**src/rtl/tl_arb_pkg.sv**
```systemverilog
// Types and elaboration helpers shared by the burst round-robin arbiter
// and its priority picker.
package tl_arb_pkg;

  typedef enum logic {
    IDLE,
    LOCKED
  } arb_state_t;

  localparam int unsigned MAX_NREQ = 8;

  // Bits needed to index n items; a single item still needs no bits.
  function automatic int unsigned clog2(input int unsigned n);
    int unsigned w;
    w = 0;
    for (int unsigned i = 0; i < 32; i++) begin
      if ((32'd1 << i) < n) w = i + 1;
    end
    return w;
  endfunction

  localparam int unsigned SEL_W = clog2(MAX_NREQ);

endpackage

```
**src/rtl/tl_burst_rr_arbiter_rr_pick.sv**
```systemverilog
// Combinational round-robin picker: first set request after ptr,
// wrapping modulo NREQ.
module rr_pick
  import tl_arb_pkg::*;
#(
  parameter int unsigned NREQ  = 2,
  parameter int unsigned IDX_W = clog2(NREQ)
) (
  input  logic [NREQ-1:0]  req,
  input  logic [IDX_W-1:0] ptr,
  output logic [IDX_W-1:0] pick,
  output logic             any_req
);

  logic [2*NREQ-1:0] dbl;

  always_comb begin
    dbl     = {req, req};
    pick    = '0;
    any_req = 1'b0;
    // The window (ptr, ptr+NREQ] of the doubled vector is the rotated scan order.
    for (int unsigned j = 0; j < 2 * NREQ; j++) begin
      if (!any_req && dbl[j] && (j > 32'(ptr)) && (j <= 32'(ptr) + NREQ)) begin
        any_req = 1'b1;
        pick    = IDX_W'(j % NREQ);
      end
    end
  end

endmodule

```
**src/rtl/tl_burst_rr_arbiter.sv**
```systemverilog
// Round-robin arbiter sharing one ready/valid channel among NREQ requesters,
// holding the grant for the full length of each burst.
module tl_burst_rr_arbiter
  import tl_arb_pkg::*;
#(
  parameter int unsigned NREQ   = 2,
  parameter int unsigned DATA_W = 32,
  parameter int unsigned BEAT_W = 3
) (
  input  logic                     clock,
  input  logic                     reset_n,
  input  logic [NREQ-1:0]          in_valid,
  output logic [NREQ-1:0]          in_ready,
  input  logic [NREQ*DATA_W-1:0]   in_data,
  input  logic [NREQ*BEAT_W-1:0]   in_len,
  output logic                     out_valid,
  input  logic                     out_ready,
  output logic [DATA_W-1:0]        out_data,
  output logic [clog2(NREQ)-1:0]   out_sel,
  output logic                     out_first,
  output logic                     out_last
);

  localparam int unsigned IDX_W = clog2(NREQ);

  arb_state_t        state;
  logic [IDX_W-1:0]  ptr;
  logic [IDX_W-1:0]  lock_idx;
  logic [BEAT_W-1:0] beat_cnt;

  logic [IDX_W-1:0]  pick;
  logic              any_req;
  logic [IDX_W-1:0]  grant_idx;
  logic              grant_active;
  logic              grant_valid;
  logic [BEAT_W-1:0] pick_len;
  logic              handshake;

  rr_pick #(
    .NREQ (NREQ),
    .IDX_W(IDX_W)
  ) u_pick (
    .req    (in_valid),
    .ptr    (ptr),
    .pick   (pick),
    .any_req(any_req)
  );

  always_comb begin
    pick_len = in_len[int'(pick)*BEAT_W +: BEAT_W];

    if (state == LOCKED) begin
      grant_idx    = lock_idx;
      grant_active = 1'b1;
      grant_valid  = in_valid[lock_idx];
    end else begin
      grant_idx    = pick;
      grant_active = any_req;
      grant_valid  = any_req;
    end

    handshake = reset_n && grant_valid && out_ready;

    in_ready  = '0;
    out_valid = 1'b0;
    out_sel   = '0;
    out_first = 1'b0;
    out_last  = 1'b0;
    out_data  = '0;

    // Every output is forced low while reset is held, independent of state.
    if (reset_n) begin
      out_valid = grant_valid;
      out_sel   = grant_idx;
      out_data  = in_data[int'(grant_idx)*DATA_W +: DATA_W];
      if (grant_active) in_ready[grant_idx] = out_ready;
      if (state == LOCKED) begin
        out_last = (beat_cnt == BEAT_W'(1));
      end else if (any_req) begin
        out_first = 1'b1;
        out_last  = (pick_len == '0);
      end
    end
  end

  always_ff @(posedge clock or negedge reset_n) begin
    if (!reset_n) begin
      state    <= IDLE;
      ptr      <= IDX_W'(NREQ - 1);
      beat_cnt <= '0;
      lock_idx <= '0;
    end else if (handshake) begin
      case (state)
        IDLE: begin
          if (pick_len == '0) begin
            ptr <= pick;
          end else begin
            state    <= LOCKED;
            lock_idx <= pick;
            beat_cnt <= pick_len;
          end
        end
        LOCKED: begin
          // beat_cnt counts beats still owed after the current one plus one.
          if (beat_cnt == BEAT_W'(1)) begin
            state    <= IDLE;
            ptr      <= lock_idx;
            beat_cnt <= '0;
          end else begin
            beat_cnt <= beat_cnt - BEAT_W'(1);
          end
        end
        default: state <= IDLE;
      endcase
    end
  end

`ifndef SYNTHESIS
  always @(posedge clock) begin
    if ((NREQ < 2) || (IDX_W > SEL_W))
      $fatal(1, "FAIL arb_param: NREQ=%0d outside supported range", NREQ);
    if ($countones(in_ready) > 1)
      $fatal(1, "FAIL arb_ready_onehot: in_ready=%b", in_ready);
    if (!reset_n && (in_ready != '0))
      $fatal(1, "FAIL arb_ready_in_reset: in_ready=%b", in_ready);
  end
`endif

endmodule

```
**config.mk**
```make
export PLATFORM = sky130hd
export DESIGN_NAME = tl_burst_rr_arbiter
export DESIGN_NICKNAME = d
export VERILOG_FILES = /design/src/rtl/tl_arb_pkg.sv /design/src/rtl/tl_burst_rr_arbiter_rr_pick.sv /design/src/rtl/tl_burst_rr_arbiter.sv
export SDC_FILE = /design/constraint.sdc
export NUM_CORES = 1
export LEC_CHECK = 0
export CAP_MARGIN = 20
export CORE_ASPECT_RATIO = 1.2
export CORE_MARGIN = 4
export CORE_UTILIZATION = 50
export DETAILED_ROUTE_END_ITERATION = 10
export DONT_BUFFER_PORTS = 1
export GPL_TIMING_DRIVEN = 0
export PLACE_DENSITY_LB_ADDON = 0.3
export SKIP_CTS_REPAIR_TIMING = 1
export SLEW_MARGIN = 10
export SYNTH_ARGS = -nofsm -noshare
export SYNTH_HDL_FRONTEND = slang
export SYNTH_SLANG_ARGS = --single-unit
```
**constraint.sdc**
```tcl
create_clock -name clock -period 1.6 [get_ports clock]
set_clock_uncertainty 0.1 [all_clocks]
set_input_delay 0.32 -clock clock [delete_from_list [all_inputs] [get_ports clock]]
set_output_delay 0.32 -clock clock [all_outputs]
set_load 0.02 [all_outputs]
```
==> impl_metrics.xml, run 1 <==
<?xml version="1.0" encoding="UTF-8"?>
<metrics>
  <group name="synth">
    <metric name="synth_seq_cells" unit="">6</metric>
    <metric name="synth_cell_type_count" unit="">32</metric>
    <metric name="post_synth_instance_area" unit="um^2">977.2</metric>
    <metric name="yosys-top-cells-area" unit="">nand2_1, a21oi_1, dfrtp_1, nor3_1, buf_2</metric>
    <metric name="count_of_flip_flops_with_a_built_in_enable_after_synthesis" unit="">0</metric>
    <metric name="seq_area_frac_synth" unit="%">15.49</metric>
    <metric name="yosys_warnings" unit="">0</metric>
    <metric name="syn_avg_cell_area" unit="um^2">5.817</metric>
    <metric name="yosys.area.top_type" unit="">nand2_1</metric>
    <metric name="postSynthNetCount" unit="">245</metric>
    <metric name="synthCells" unit="">168</metric>
    <metric name="dominantRegCellSynth" unit="">dfrtp_1</metric>
    <metric name="async_reset_ff_share" unit="%">100.0</metric>
    <metric name="synth_largest_type_area_fraction" unit="%">26.50</metric>
  </group>
  <group name="outcome">
    <metric name="failed_stage" unit="">global routing</metric>
    <metric name="run_status" unit="">stopped before the end</metric>
    <metric name="run.stop_error" unit="">[ERROR DPL-0038] Utilization greater than 100%, impossible to legalize</metric>
  </group>
  <group name="placement">
    <metric name="placement.setup.worst_slack" unit="ns">-0.3530</metric>
    <metric name="place_hpwl" unit="um">3132</metric>
    <metric name="place_congestion" unit="">0.8653</metric>
    <metric name="numPortBuffers" unit="">0</metric>
  </group>
  <group name="clocking">
    <metric name="ctsLongestPathBuffers" unit="">2</metric>
    <metric name="cts-buffers-inserted" unit="">3</metric>
    <metric name="cts-htree-levels" unit="">1</metric>
    <metric name="clock_sinks" unit="">6</metric>
    <metric name="cts_root_buffer" unit="">clkbuf_4</metric>
  </group>
  <group name="floorplanning">
    <metric name="dieWidth" unit="um">48.36</metric>
    <metric name="dieHeight" unit="um">56.43</metric>
    <metric name="initial_utilization" unit="%">52.81</metric>
    <metric name="row_count" unit="">17</metric>
    <metric name="num_io_pins" unit="">113</metric>
  </group>
  <group name="timing">
    <metric name="grt-worst-endpoint" unit="">out_data[11]</metric>
    <metric name="worstEpCategory" unit="">primary output</metric>
  </group>
  <group name="grt">
    <metric name="grt_start_max_net_pins" unit="">11</metric>
  </group>
</metrics>
## logic make-up after synthesis
logic type | Yosys count | synth area share [%]
simple gates | 82 | 33.16
compound gates | 55 | 34.31
buf+inv | 18 | 8.578
flops | 6 | 15.49
mux | 5 | 5.889
fa+ha+maj | 2 | 2.560
## synth_stat cells (all sizes together), types with 3 or more instances
| cell type | n |
|---|---|
| buf | 8 |
| a21boi | 3 |
| dfrtp | 5 |
| nor2 | 3 |
| nand2 | 69 |
| a21oi | 33 |
| inv | 5 |
| mux2 | 3 |
| clkbuf | 4 |
| nor3 | 8 |
| o21ai | 4 |
## per-stage QoR
step                setup TNS [ns]  std cells  instance area (um^2)
floorplan                   -5.618        168                  1359
global placement            -10.74        187                  1383
detailed placement          -11.82        187                  1383
CTS                         -22.05        191                  1409
==> run 2: changes to the inputs <==
- CORE_AREA: not set -> 4 4 65 67
- CORE_ASPECT_RATIO: 1.2 -> not set
- CORE_MARGIN: 4 -> not set
- CORE_UTILIZATION: 50 -> not set
- DIE_AREA: not set -> 0 0 69 71
- PLACE_DENSITY_LB_ADDON: 0.3 -> 0.15
- clock period: 1.6 -> 2.1 ns (I/O delays scaled with it)
==> run 2 against run 1 <==
The flow now finishes, with violations (setup timing); synthesized cell count unchanged; synthesized area unchanged.
==> impl_metrics.xml, run 2 <==
<?xml version="1.0" encoding="UTF-8"?>
<metrics>
  <group name="clocking">
    <metric name="tritoncts" unit="">done</metric>
    <metric name="cts-buffers-inserted" unit="">3</metric>
    <metric name="clock_latency" unit="ns">0.22</metric>
    <metric name="clkSlewWorstSetupHoldPaths" unit="ns">0.04</metric>
    <metric name="ctsLongestPathBuffers" unit="">2</metric>
    <metric name="clock_sinks" unit="">6</metric>
    <metric name="cts-htree-levels" unit="">1</metric>
    <metric name="cts_root_buffer" unit="">clkbuf_8</metric>
  </group>
  <group name="cells_and_area">
    <metric name="register_containing_the_most_flip_flops_in_the_final_layout" unit="">beat_cnt</metric>
    <metric name="final_core_utilization" unit="%">50.72</metric>
    <metric name="fill_cells" unit="">359</metric>
    <metric name="syn2layout_area_growth" unit="%">88.60</metric>
    <metric name="post-route-cell-area" unit="mm^2">0.001843</metric>
    <metric name="largest_register_ffs" unit="">3</metric>
    <metric name="final_cell_mix" unit="">nand2_1, a21oi_4, nand2_2</metric>
    <metric name="multi_input_comb_area" unit="mm^2">0.001284</metric>
    <metric name="most_common_cell_after_layout_fill_and_taps_aside" unit="">nand2_1</metric>
    <metric name="insertedDiodeCount" unit="">0</metric>
    <metric name="drive_gt1_share" unit="%">55.38</metric>
    <metric name="regArea" unit="um^2">152.6</metric>
    <metric name="design.final.nets" unit="">264</metric>
  </group>
  <group name="synth">
    <metric name="synth_cell_type_count" unit="">32</metric>
    <metric name="synthCells" unit="">168</metric>
    <metric name="synth_seq_cells" unit="">6</metric>
    <metric name="count_of_flip_flops_with_a_built_in_enable_after_synthesis" unit="">0</metric>
    <metric name="synth_largest_type_area_fraction" unit="%">26.50</metric>
    <metric name="yosys.area.top_type" unit="">nand2_1</metric>
    <metric name="seq_area_frac_synth" unit="%">15.49</metric>
    <metric name="yosys-top-cells-area" unit="">nand2_1, a21oi_1, dfrtp_1, nor3_1, buf_2</metric>
    <metric name="async_reset_ff_share" unit="%">100.0</metric>
    <metric name="dominantRegCellSynth" unit="">dfrtp_1</metric>
    <metric name="post_synth_instance_area" unit="um^2">977.2</metric>
    <metric name="syn_avg_cell_area" unit="um^2">5.817</metric>
    <metric name="yosys_warnings" unit="">0</metric>
    <metric name="post-synth-top-count-cell" unit="">nand2_1</metric>
    <metric name="synth.cells.most_frequent" unit="">nand2_1, a21oi_1, nor3_1</metric>
    <metric name="postSynthNetCount" unit="">245</metric>
  </group>
  <group name="worst_setup_path">
    <metric name="r2r_end" unit="">ptr</metric>
    <metric name="timing.reg2reg.worst_path_depth" unit="">7</metric>
    <metric name="setup.worst_path.start_class" unit="">flop</metric>
    <metric name="critical_path_class" unit="">reg2out</metric>
    <metric name="timing.critical_path.to" unit="">out_data[3]</metric>
    <metric name="critical_path.startpoint" unit="">ptr</metric>
    <metric name="cp_data_required_time" unit="ns">1.58</metric>
    <metric name="timing.reg2reg.setup_slack" unit="ns">-0.01</metric>
    <metric name="crit_arrival" unit="ns">1.66</metric>
    <metric name="path_max_fanout" unit="">5</metric>
    <metric name="worst_setup_path_end_kind" unit="">output port</metric>
    <metric name="critical_path.reg2reg.startpoint" unit="">ptr</metric>
  </group>
  <group name="grt">
    <metric name="wire_length_of_the_first_global_routing_pass" unit="um">5313</metric>
    <metric name="grt_start_max_net_pins" unit="">11</metric>
    <metric name="grt_antenna_before_repair" unit="">0</metric>
    <metric name="grt.total_usage" unit="%">12.71</metric>
    <metric name="number_of_global_route_vias_before_repair" unit="">1175</metric>
    <metric name="grt_remaining_overflow" unit="">0</metric>
  </group>
  <group name="flow_run">
    <metric name="drv.max_cap_violation_count" unit="">0</metric>
  </group>
  <group name="detailed_routing">
    <metric name="routed_wirelength" unit="um">4377</metric>
    <metric name="initial_drc_count" unit="">37</metric>
    <metric name="drt.antenna.violating_nets" unit="">0</metric>
    <metric name="via_per_inst" unit="">5.581</metric>
    <metric name="drt_pre_antenna_iters" unit="">4</metric>
    <metric name="num_vias" unit="">1306</metric>
    <metric name="post_drt_wl_per_cell" unit="um">18.71</metric>
    <metric name="drc_markers" unit="">0</metric>
  </group>
  <group name="timing">
    <metric name="setup_viol" unit="">27</metric>
    <metric name="report.final.hold_viol_count" unit="">0</metric>
    <metric name="setup_total_negative_slack" unit="ns">-1.196</metric>
    <metric name="slew_headroom" unit="%">54.71</metric>
    <metric name="worst_slew_pin_slew" unit="ns">0.6742</metric>
    <metric name="final_min_period_over_clock_period" unit="%">104.0</metric>
    <metric name="final_critical_path_setup_slack" unit="ns">-0.08407</metric>
    <metric name="maximum_clock_frequency" unit="GHz">0.4579</metric>
    <metric name="final_period_minus_worst_setup_slack" unit="ns">2.184</metric>
    <metric name="finalHoldWorstSlack" unit="ns">0.3400</metric>
    <metric name="unrepaired_setup_endpoints_after_global_routing" unit="">yes</metric>
    <metric name="final_number_of_max_transition_violations" unit="">0</metric>
  </group>
  <group name="floorplanning">
    <metric name="dieWidth" unit="um">69</metric>
    <metric name="fp.dieArea" unit="mm^2">0.004899</metric>
    <metric name="coreArea" unit="mm^2">0.003633</metric>
    <metric name="num_io_pins" unit="">113</metric>
    <metric name="row_count" unit="">22</metric>
    <metric name="initial_utilization" unit="%">26.89</metric>
    <metric name="dieHeight" unit="um">71</metric>
  </group>
  <group name="pwr">
    <metric name="power.leakage" unit="uW">0.0006570</metric>
    <metric name="sw_frac_of_total" unit="%">53.45</metric>
    <metric name="flop_pwr_share" unit="%">9.2</metric>
    <metric name="cell_internal_pwr" unit="uW">1178</metric>
    <metric name="p_sw" unit="uW">1353</metric>
    <metric name="p_clk_share" unit="%">7.2</metric>
    <metric name="vdd.ir_drop.worst" unit="V">0.0005774</metric>
    <metric name="power.combinational.fraction" unit="%">83.6</metric>
    <metric name="total_power_density_per_cell_area" unit="mW/mm^2">1373</metric>
  </group>
  <group name="min_path">
    <metric name="classification_of_the_worst_slack_hold_path" unit="">in2reg</metric>
    <metric name="worst_hold_startpoint" unit="">in_valid[0]</metric>
  </group>
  <group name="outcome">
    <metric name="violations_in_the_final_reports" unit="">setup timing</metric>
    <metric name="run_status" unit="">finished, violations left</metric>
  </group>
  <group name="placement">
    <metric name="dpl-instance-area" unit="mm^2">0.001142</metric>
    <metric name="place_congestion" unit="">0.8091</metric>
    <metric name="place_hpwl" unit="um">3014</metric>
    <metric name="numPortBuffers" unit="">0</metric>
  </group>
</metrics>
==> run 2: logic make-up after synthesis <==
logic type	Yosys count	share of synthesized area, %
AO/OA/AOI/OAI	55	34.31
AND/OR/NAND/NOR	82	33.16
flip-flops	6	15.49
adder cells (fa/ha/maj)	2	2.560
buffers and inverters	18	8.578
multiplexers	5	5.889
==> run 2: layout make-up <==
cell class              instances  area share [%]
repair buffers                 15           9.233
plain buffers                  11           5.703
well taps                      48           3.259
flip-flops and latches          6           8.282
clock buffers                   4           2.444
inverters                       6           1.426
multi-input cells             144           69.65
==> run 2: critical path, cell delays in order, from the launching register on <==
cell     delay [ns]
dfstp_2        0.37
a21bo_1        0.17
buf_6          0.12
o21ai_4        0.17
buf_4          0.16
buf_6          0.11
nand2_1        0.09
a21oi_4        0.24
==> run 2: worst min-delay path by stage <==
stage	endpoint	cells after the start
floorplan	beat_cnt[0]	0
global placement	beat_cnt[0]	0
detailed placement	beat_cnt[0]	0
CTS	beat_cnt[1]	0
global route	lock_idx	3
finish	lock_idx	3
==> run 2: power groups by stage <==
stage               combinational (uW)  sequential [uW]  clock [uW]
detailed placement                1240              209           0
global route                      2260              241         198
CTS                               1250              209         189
finish                            2120              234         181
global placement                  1230              208           0
floorplan                         1060              196           0
==> run 2: layer usage <==
layer | wire [um] | share of wire, % | vias to the layer above | track usage, %
met2 | 2391 | 55 | 67 | 23.20
met4 | 16 | 0.37 | 0 | 1.085
met3 | 368 | 8.4 | 2 | 6.108
met5 | 0 | 0 | - | 0
li1 | - | - | 615 | -
met1 | 1601 | 37 | 622 | 13.86
==> run 2: stage by stage <==
step                power (uW)  setup WS [ns]  instances
CTS                       1644        -0.5742        220
global route              2695        -0.1342        234
floorplan                 1257        0.01176        168
finish                    2531       -0.08407        234
detailed placement        1452        -0.3229        216
global placement          1441        -0.3182        216
Power figures use the tool's default switching activity.
==> run 3: changes to the inputs <==
- CORE_AREA: 4 4 65 67 -> not set
- CORE_MARGIN: not set -> 4
- CORE_UTILIZATION: not set -> 27
- DIE_AREA: 0 0 69 71 -> not set
- DONT_BUFFER_PORTS: 1 -> not set
==> run 3 against run 2 <==
Register-to-register slack improved by 0.12 ns; combinational power increased by 4%; the flow still finishes with violations (setup timing); largest cell class is now non-clock buffers; sequential power about the same; power increased by 0.79%; critical path type unchanged; critical path depth increased by 1.
==> impl_metrics.xml, run 3 (synthesized netlist as in run 2, its figures left out) <==
<?xml version="1.0" encoding="UTF-8"?>
<metrics>
  <group name="clocking">
    <metric name="ctsLongestPathBuffers" unit="">2</metric>
    <metric name="clock_sinks" unit="">6</metric>
    <metric name="tritoncts" unit="">done</metric>
    <metric name="cts-htree-levels" unit="">1</metric>
    <metric name="clock_latency" unit="ns">0.24</metric>
    <metric name="cts_root_buffer" unit="">clkbuf_4</metric>
    <metric name="cts-buffers-inserted" unit="">3</metric>
    <metric name="clkSlewWorstSetupHoldPaths" unit="ns">0.04</metric>
  </group>
  <group name="pwr">
    <metric name="sw_frac_of_total" unit="%">46.49</metric>
    <metric name="p_sw" unit="uW">1186</metric>
    <metric name="power.combinational.fraction" unit="%">86.3</metric>
    <metric name="p_clk_share" unit="%">4.4</metric>
    <metric name="vdd.ir_drop.worst" unit="V">0.0004666</metric>
    <metric name="total_power_density_per_cell_area" unit="mW/mm^2">998.7</metric>
    <metric name="cell_internal_pwr" unit="uW">1365</metric>
    <metric name="power.leakage" unit="uW">0.001142</metric>
    <metric name="flop_pwr_share" unit="%">9.3</metric>
    <metric name="report.power.total" unit="uW">2550</metric>
  </group>
  <group name="cells_and_area">
    <metric name="largest_register_ffs" unit="">3</metric>
    <metric name="post-route-cell-area" unit="mm^2">0.002554</metric>
    <metric name="final_cell_mix" unit="">clkdlybuf4s50_1, nand2_1, buf_6, a21oi_2, buf_4</metric>
    <metric name="final_core_utilization" unit="%">74.76</metric>
    <metric name="syn2layout_area_growth" unit="%">161.3</metric>
    <metric name="insertedDiodeCount" unit="">0</metric>
    <metric name="drive_gt1_share" unit="%">37.79</metric>
    <metric name="most_common_cell_after_layout_fill_and_taps_aside" unit="">clkdlybuf4s50_1</metric>
    <metric name="fill_cells" unit="">273</metric>
    <metric name="design.final.nets" unit="">377</metric>
    <metric name="register_containing_the_most_flip_flops_in_the_final_layout" unit="">beat_cnt</metric>
  </group>
  <group name="timing">
    <metric name="final_min_period_over_clock_period" unit="%">108.6</metric>
    <metric name="setup_viol" unit="">35</metric>
    <metric name="maximum_clock_frequency" unit="GHz">0.4386</metric>
    <metric name="worst_slew_pin_slew" unit="ns">0.6970</metric>
    <metric name="final_number_of_max_transition_violations" unit="">0</metric>
    <metric name="unrepaired_setup_endpoints_after_global_routing" unit="">yes</metric>
    <metric name="report.final.hold_viol_count" unit="">0</metric>
    <metric name="final_critical_path_setup_slack" unit="ns">-0.1799</metric>
    <metric name="finalHoldWorstSlack" unit="ns">0.07978</metric>
    <metric name="final_period_minus_worst_setup_slack" unit="ns">2.280</metric>
    <metric name="slew_headroom" unit="%">53.53</metric>
  </group>
  <group name="detailed_routing">
    <metric name="via_per_inst" unit="">4.896</metric>
    <metric name="routed_wirelength" unit="um">4917</metric>
    <metric name="initial_drc_count" unit="">36</metric>
    <metric name="num_vias" unit="">1689</metric>
    <metric name="drt.antenna.violating_nets" unit="">0</metric>
    <metric name="drc_markers" unit="">0</metric>
    <metric name="post_drt_wl_per_cell" unit="um">14.25</metric>
    <metric name="drt_pre_antenna_iters" unit="">4</metric>
  </group>
  <group name="grt">
    <metric name="wire_length_of_the_first_global_routing_pass" unit="um">6334</metric>
    <metric name="grt_remaining_overflow" unit="">0</metric>
    <metric name="grt.total_usage" unit="%">17.43</metric>
    <metric name="grt_start_max_net_pins" unit="">11</metric>
    <metric name="grt_antenna_before_repair" unit="">0</metric>
    <metric name="number_of_global_route_vias_before_repair" unit="">1424</metric>
  </group>
  <group name="worst_setup_path">
    <metric name="r2r_end" unit="">ptr</metric>
    <metric name="cp_data_required_time" unit="ns">1.58</metric>
    <metric name="timing.reg2reg.setup_slack" unit="ns">0.11</metric>
    <metric name="critical_path_class" unit="">reg2out</metric>
    <metric name="timing.reg2reg.worst_path_depth" unit="">6</metric>
    <metric name="path_max_fanout" unit="">10</metric>
    <metric name="worst_setup_path_end_kind" unit="">output port</metric>
    <metric name="critical_path.reg2reg.startpoint" unit="">ptr</metric>
    <metric name="setup.worst_path.start_class" unit="">flop</metric>
    <metric name="crit_arrival" unit="ns">1.76</metric>
  </group>
  <group name="placement">
    <metric name="placement.setup.worst_slack" unit="ns">-1.182</metric>
    <metric name="dpl-instance-area" unit="mm^2">0.002261</metric>
    <metric name="place_hpwl" unit="um">3738</metric>
    <metric name="place_congestion" unit="">0.8557</metric>
    <metric name="numPortBuffers" unit="">112</metric>
  </group>
  <group name="floorplanning">
    <metric name="initial_utilization" unit="%">28.61</metric>
    <metric name="coreArea" unit="mm^2">0.003416</metric>
    <metric name="row_count" unit="">21</metric>
    <metric name="dieHeight" unit="um">68.16</metric>
    <metric name="num_io_pins" unit="">113</metric>
    <metric name="dieWidth" unit="um">68.16</metric>
    <metric name="fp.dieArea" unit="mm^2">0.004646</metric>
  </group>
  <group name="flow_run">
    <metric name="drv.max_cap_violation_count" unit="">0</metric>
  </group>
  <group name="outcome">
    <metric name="run_status" unit="">finished, violations left</metric>
    <metric name="violations_in_the_final_reports" unit="">setup timing</metric>
  </group>
  <group name="min_path">
    <metric name="classification_of_the_worst_slack_hold_path" unit="">in2async</metric>
  </group>
</metrics>
==> run 3: cell types whose count changed in the layout (fill, tap and decap cells not counted), moves of 4 or more <==
| cell | previous run | this run |
|---|---|---|
| clkdlybuf4s50_1 | 0 | 71 |
| dlymetal6s2s_1 | 0 | 4 |
| nand2_2 | 19 | 7 |
| a21oi_2 | 0 | 29 |
| nand2_1 | 43 | 62 |
| a21oi_4 | 32 | 0 |
| buf_6 | 10 | 29 |
| nand2_4 | 7 | 0 |
| buf_4 | 6 | 22 |
==> run 3: final cells by class <==
class                   instances  area [um^2]  area share [%]
clock buffers                   4        26.28           1.029
plain buffers                  11        103.9           4.067
flip-flops and latches          6        152.6           5.977
well taps                      46        57.56           2.254
inverters                       6        26.28           1.029
multi-input cells             144        905.9           35.47
repair buffers                128         1281           50.17
==> run 3: per-stage QoR <==
stage	std cells	TNS [ns]
global route	345	-7.457
CTS	330	-41.69
detailed placement	326	-42.32
global placement	326	-42.21
floorplan	168	0
finish	345	-5.137
==> run 3: critical path: stages (launching register included) <==
cell and delay [ns]:
dfstp_2 0.37, a21bo_1 0.17, buf_6 0.13, o21ai_4 0.21, buf_12 0.16, buf_8 0.12
nand2_1 0.07, a21oi_2 0.14, buf_4 0.15
==> run 3: worst max-delay path by stage <==
stage / start / to / slack (ns) / cells past startpoint
2_1_floorplan: in_valid[1] / out_data[6] / 0.01 / 6
3_3_place_gp: in_valid[0] / out_data[13] / -1.18 / 7
3_5_place_dp: in_valid[0] / out_data[13] / -1.18 / 7
4_1_cts: in_valid[0] / out_data[13] / -1.19 / 7
5_1_grt: ptr / out_data[15] / -0.25 / 8
6_report: ptr / out_data[0] / -0.18 / 8
==> run 3: metal layers <==
metal	up-vias	share of wire [%]	routed length, um	track usage [%]
li1	841	-	-	-
met1	759	39	1896	20.51
met2	85	49	2414	30.57
met3	4	12	566	5.911
met4	0	0.79	39	3.474
met5	-	0	0	0
==> run 3: power by group through the flow <==
stage / clock [uW] / combinational [uW] / sequential, uW
finish: 112 / 2200 / 237
global route: 122 / 2340 / 239
CTS: 119 / 1740 / 206
detailed placement: 0 / 1730 / 206
global placement: 0 / 1720 / 205
floorplan: 0 / 1060 / 196
